===== config.mk =====
export PLATFORM = sky130hd
export DESIGN_NAME = fwd_scoreboard
export DESIGN_NICKNAME = d
export VERILOG_FILES = /design/src/rtl/fwd_pkg.sv /design/src/rtl/fwd_src_match.sv /design/src/rtl/fwd_scoreboard.sv
export SDC_FILE = /design/constraint.sdc
export NUM_CORES = 1
export LEC_CHECK = 0
export ABC_CLOCK_PERIOD_IN_PS = 7700
export CORE_ASPECT_RATIO = 1.4
export CORE_UTILIZATION = 56
export CTS_BUF_LIST = sky130_fd_sc_hd__clkbuf_4 sky130_fd_sc_hd__clkbuf_8
export DETAILED_ROUTE_END_ITERATION = 10
export PLACE_DENSITY_LB_ADDON = 0.05
export SLEW_MARGIN = 0
export SYNTH_ARGS = -nofsm -noshare
export SYNTH_HDL_FRONTEND = slang
export SYNTH_SLANG_ARGS = --single-unit

===== constraint.sdc =====
create_clock -name CLK -period 7.7 [get_ports CLK]
set_clock_uncertainty 0.2 [all_clocks]
set_input_delay 0.77 -clock CLK [delete_from_list [all_inputs] [get_ports CLK]]
set_output_delay 0.77 -clock CLK [all_outputs]
set_load 0.1 [all_outputs]

===== src/rtl/fwd_pkg.sv =====
// Shared types and helpers for the forwarding/hazard scoreboard.
package fwd_pkg;

  localparam int FWD_REGW   = 5;
  localparam int FWD_NSTAGE = 3;
  localparam int FWD_RDYW   = $clog2(FWD_NSTAGE);

  // Select code meaning "take the operand from the register file".
  localparam int FWD_RF = 0;

  typedef logic [FWD_REGW-1:0] regbits_t;

  // Layout of one in-flight producer entry at the default geometry.
  typedef struct packed {
    logic                vld;
    logic                wr;
    regbits_t            dest;
    logic [FWD_RDYW-1:0] rdy;
  } fwd_entry_t;

  // Producer stage k is reached through mux input k+1 (0 is the regfile).
  function automatic int stg2sel(input int k);
    return k + 1;
  endfunction

endpackage


===== src/rtl/fwd_src_match.sv =====
// Priority search of one source operand over the in-flight producer entries.
module fwd_src_match
  import fwd_pkg::*;
#(
  parameter int NSTAGE = 3,
  parameter int REGW   = 5,
  parameter int RDYW   = 2,
  parameter int SELW   = 2
) (
  input  logic [REGW-1:0]        rs_i,
  input  logic                   used_i,
  input  logic [NSTAGE-1:0]      vld_i,
  input  logic [NSTAGE-1:0]      wr_i,
  input  logic [NSTAGE*REGW-1:0] dest_i,
  input  logic [NSTAGE*RDYW-1:0] rdy_i,
  output logic [SELW-1:0]        sel_o,
  output logic                   need_stall_o
);

  logic found;

  // Youngest matching producer wins; stall if its result is not yet out.
  always_comb begin
    sel_o        = SELW'(FWD_RF);
    need_stall_o = 1'b0;
    found        = 1'b0;
    for (int k = 0; k < NSTAGE; k++) begin
      if (!found && vld_i[k] && wr_i[k] && used_i && (rs_i != '0) &&
          (dest_i[k*REGW +: REGW] == rs_i)) begin
        found = 1'b1;
        if (rdy_i[k*RDYW +: RDYW] <= RDYW'(k)) begin
          sel_o = SELW'(stg2sel(k));
        end else begin
          need_stall_o = 1'b1;
        end
      end
    end
  end

endmodule


===== src/rtl/fwd_scoreboard.sv =====
// Forwarding/hazard unit: producer shift register, per-operand bypass select,
// stall generation and a saturating stall-cycle counter.
module fwd_scoreboard
  import fwd_pkg::*;
#(
  parameter int NSRC   = 2,
  parameter int NSTAGE = 3,
  parameter int REGW   = 5,
  parameter int CNTW   = 16,
  localparam int SELW  = $clog2(NSTAGE + 1),
  localparam int RDYW  = (NSTAGE > 1) ? $clog2(NSTAGE) : 1
) (
  input  logic                 CLK,
  input  logic                 RST,
  input  logic                 id_valid,
  input  logic [NSRC*REGW-1:0] id_rs,
  input  logic [NSRC-1:0]      id_rs_used,
  input  logic [REGW-1:0]      id_dest,
  input  logic                 id_regwr,
  input  logic [RDYW-1:0]      id_rdy_stg,
  input  logic                 flush,
  output logic [NSRC*SELW-1:0] fwd_sel,
  output logic                 stall,
  output logic [CNTW-1:0]      stall_cycles
);

  logic [NSTAGE-1:0]      vld_q,  vld_d;
  logic [NSTAGE-1:0]      wr_q,   wr_d;
  logic [NSTAGE*REGW-1:0] dest_q, dest_d;
  logic [NSTAGE*RDYW-1:0] rdy_q,  rdy_d;
  logic [CNTW-1:0]        cnt_q,  cnt_d;

  logic [NSRC*SELW-1:0]   sel_raw;
  logic [NSRC-1:0]        need_stall;

  for (genvar i = 0; i < NSRC; i++) begin : g_src
    fwd_src_match #(
      .NSTAGE (NSTAGE),
      .REGW   (REGW),
      .RDYW   (RDYW),
      .SELW   (SELW)
    ) u_match (
      .rs_i         (id_rs[i*REGW +: REGW]),
      .used_i       (id_rs_used[i]),
      .vld_i        (vld_q),
      .wr_i         (wr_q),
      .dest_i       (dest_q),
      .rdy_i        (rdy_q),
      .sel_o        (sel_raw[i*SELW +: SELW]),
      .need_stall_o (need_stall[i])
    );
  end

  // A squashed slot must never hold the front end, and idle decode reports zeros.
  assign stall        = id_valid & (|need_stall) & ~flush;
  assign fwd_sel      = id_valid ? sel_raw : '0;
  assign stall_cycles = cnt_q;

  // Age every entry by one stage; decode fills e[0] unless squashed or held.
  always_comb begin
    vld_d  = vld_q;
    wr_d   = wr_q;
    dest_d = dest_q;
    rdy_d  = rdy_q;
    for (int k = NSTAGE - 1; k >= 1; k--) begin
      vld_d[k]                = vld_q[k-1];
      wr_d[k]                 = wr_q[k-1];
      dest_d[k*REGW +: REGW]  = dest_q[(k-1)*REGW +: REGW];
      rdy_d[k*RDYW +: RDYW]   = rdy_q[(k-1)*RDYW +: RDYW];
    end
    vld_d[0]         = id_valid & ~flush & ~stall;
    wr_d[0]          = id_regwr & (id_dest != '0);
    dest_d[0 +: REGW] = id_dest;
    rdy_d[0 +: RDYW]  = id_rdy_stg;
  end

  // Stall counter sticks at all ones instead of wrapping.
  always_comb begin
    cnt_d = cnt_q;
    if (stall && (cnt_q != '1)) begin
      cnt_d = cnt_q + 1'b1;
    end
  end

  // Entry and counter registers with synchronous reset.
  always_ff @(posedge CLK) begin
    if (RST) begin
      vld_q  <= '0;
      wr_q   <= '0;
      dest_q <= '0;
      rdy_q  <= '0;
      cnt_q  <= '0;
    end else begin
      vld_q  <= vld_d;
      wr_q   <= wr_d;
      dest_q <= dest_d;
      rdy_q  <= rdy_d;
      cnt_q  <= cnt_d;
    end
  end

endmodule


==> qor.csv <==
stage;metric;value;unit
logic_synthesis;yosysTopAreaCellShare;0.4071;
place;place_hpwl;3439;um
clock_network;clockBufferDepth;2;
logic_synthesis;ys.flop_type;dfxtp_1;
place;dpl-instance-area;2565;sq um
place;place.gp.congestion;0.8903;
logic_synthesis;ys_async_sr_fraction;0;
routing;viasPerCell;5.511;
place;dp_cells;313;
cells_and_area;fin_util;0.7363;
clock_network;cts_tree;built;
power_and_ir_drop;p_comb_frac;0.091;
timing;finalCritPeriodShare;0.6963;
clock_network;clk-insertion-delay-late;0.29;ns
floorplanning;coreArea;3643;sq um
cells_and_area;finalNetCount;303;
timing;worst_slack;2.339;ns
grt;overflow;0;
power_and_ir_drop;peakVddDrop;130.8;uV
logic_synthesis;ys_warn_count;0;
cells_and_area;diodes;0;
logic_synthesis;netlist_top_cells_area;dfxtp_1 (41%), xnor2_1 (9.5%), nor2b_1 (8.3%), xor2_1 (4.1%), a21oi_1 (3.1%);
grt;grt_first_pass_wirelength;7107;um
timing;relSlewSlack;0.3450;
logic_synthesis;postSynthNetCount;258;
timing;worstMarginPinSlew;0.9794;ns
logic_synthesis;yosysMostFrequentCell;dfxtp_1;
routing;first_pass_iters;4;
logic_synthesis;syn_avg_cell_area;9.075;sq um
floorplanning;die_w;53.94;um
clock_network;cts_resized;0;
logic_synthesis;ys_seq_area_frac;0.4071;
logic_synthesis;synth_area;2115;sq um
floorplanning;pin_count;45;
logic_synthesis;syn_inst;233;
routing;drtAntennaViolNets;0;
clock_network;cts_hold_buffers;0;
critical_path;r2r_cells;8;
grt;grt_pass1_vias;1613;
clock_network;cts_setup_buffers;0;
run;cap_violations;0;
critical_path;r2r-start;dest_q[12];
min_path;hp-start;rdy_q[2];
logic_synthesis;synth.distinct_cells;42;
grt;grt_max_degree;48;
timing;layout_min_cycle_time;5.361;ns
routing;drt_iter0_markers;65;
cells_and_area;area_delta_synth_final;26.86;%
place;dp_slack;2.347;ns
place;io_buffers;44;
floorplanning;std_cell_rows;26;
min_path;hp-class;register to register;
power_and_ir_drop;p_int;0.3560;mW
critical_path;critPathKind;primary input to output port;
timing;max_freq;186.5;MHz
floorplanning;dieArea;4029;sq um
clock_network;htree_levels;2;
logic_synthesis;synth_seq_cells;43;
floorplanning;start_util;0.5804;
clock_network;cts_buffers;5;
critical_path;arrival;4.39;ns
routing;wire_per_inst;14.34;um
power_and_ir_drop;p_leak;0.9297;nW
routing;drc_errors;0;
clock_network;root_buffer;clkbuf_8;
critical_path;start_kind;primary input;
critical_path;path_max_fanout;10;
timing;fin_tns_setup;0;ns
power_and_ir_drop;swShare;0.2127;
critical_path;rrSetupSlack;4.79;ns
critical_path;worst_setup_path_end_kind;output port;
grt;antenna_found_initial;0;
power_and_ir_drop;power;0.4522;mW
cells_and_area;fin_cells;321;
routing;vias;1769;
timing;fin_hold_ws;0.2471;ns
timing;drv_slew;0;
cells_and_area;final_area;2683;sq um
timing;rsz0062_at_grt;false;
clock_network;clk_pin_slew;0.07;ns
routing;routed_wl;4602;um
logic_synthesis;synth_common_cells;dfxtp_1 (43), nor2b_1 (28), xnor2_1 (23), nand2_1 (15), a21oi_1 (13);
power_and_ir_drop;seqPwrFrac;0.515;
grt;grt_usage;0.2453;
status;status;finished, final reports clean;
logic_synthesis;synth_edf_count;0;
power_and_ir_drop;p_clk_frac;0.394;
power_and_ir_drop;power.density;168.6;nW/um^2
min_path;holdPathEnd;rdy_q[4];
cells_and_area;drive_gt1_frac;0.07527;
critical_path;cp_data_required_time;6.73;ns
power_and_ir_drop;p_switching;0.09617;mW
logic_synthesis;synth_top_area_cell;dfxtp_1;
timing;setup_viol;0;
clock_network;clock-sinks;43;
timing;hold_viol;0;
floorplanning;dieHeight;74.71;um
critical_path;rr_endpoint;stall_cycles[14];
min_path;hold_depth;1;
## how the worst max path moves through the flow
stage,start,endpoint,cells past startpoint
6_report,id_rs[0],stall,9
5_1_grt,id_rs[0],stall,9
4_1_cts,id_rs[0],stall,9
3_5_place_dp,id_rs[0],stall,9
3_3_place_gp,id_rs[0],stall,9
2_1_floorplan,id_rs[6],fwd_sel[2],6
## cells in the final DEF (no fill, tap or decap), types with 3 or more instances in the layout
cell | synthesis | layout
or3_1 | 4 | 4
nand4_1 | 5 | 5
o21ai_0 | 5 | 5
xor2_1 | 10 | 10
clkbuf_8 | 0 | 6
dfxtp_1 | 43 | 43
nand2b_1 | 3 | 3
o31ai_1 | 3 | 3
mux2_2 | 3 | 3
a21o_1 | 3 | 3
a21oi_1 | 13 | 13
clkdlybuf4s50_1 | 0 | 44
nand3_1 | 9 | 9
nor3_1 | 6 | 6
inv_1 | 4 | 4
nor2_1 | 11 | 11
xnor2_1 | 23 | 23
nor2b_1 | 28 | 28
and3_1 | 6 | 6
nand2_1 | 15 | 15
or4_1 | 5 | 5
## kinds of logic after synthesis
kind of cell | count (synthesis) | synth area share
AO/OA/AOI/OAI | 34 | 0.1053
XOR/XNOR | 33 | 0.1367
adder cells (fa/ha/maj) | 1 | 0.005916
buffers and inverters | 11 | 0.03076
flip-flops | 43 | 0.4071
multiplexers | 3 | 0.01598
AND/OR/NAND/NOR | 108 | 0.2982
## routing by layer
| layer | share of wire | vias up | global-route usage |
|---|---|---|---|
| li1 | - | 892 | - |
| met1 | 0.40 | 828 | 0.2500 |
| met2 | 0.55 | 38 | 0.4636 |
| met3 | 0.027 | 11 | 0.05051 |
| met4 | 0.024 | 0 | 0.1023 |
| met5 | 0 | - | 0 |
## layout make-up
| class | count | area [sq um] |
|---|---|---|
| timing repair buffer | 45 | 447.9 |
| sequential | 43 | 860.8 |
| clock inverter | 2 | 35.03 |
| fill | 281 | 960.9 |
| multi-input combinational | 179 | 1189 |
| clock buffer | 6 | 82.58 |
| inverter | 4 | 15.01 |
| tap | 42 | 52.55 |
## critical path: stages
cell	delay [ns]
clkdlybuf4s50_1	0.51
or4_4	0.59
o21ai_4	0.17
nor4_2	0.09
or4_4	0.52
a21o_1	0.25
a21o_1	0.29
inv_1	0.08
clkdlybuf4s50_1	1.12
## sequential cells by signal, summed over array words and instances (netlist names)
name,cells
dest_q,15
rdy_q,6
stall_cycles,16
vld_q,3
wr_q,3
## power groups by stage
stage	Clock, mW	Combinational, mW	Sequential, mW
6_report	0.178	0.0411	0.233
5_1_grt	0.192	0.0451	0.233
3_3_place_gp	0	0.0405	0.238
3_5_place_dp	0	0.0409	0.238
4_1_cts	0.183	0.0414	0.233
2_1_floorplan	0	0.0231	0.236
Note: power is estimated with default switching activity, not from simulation.
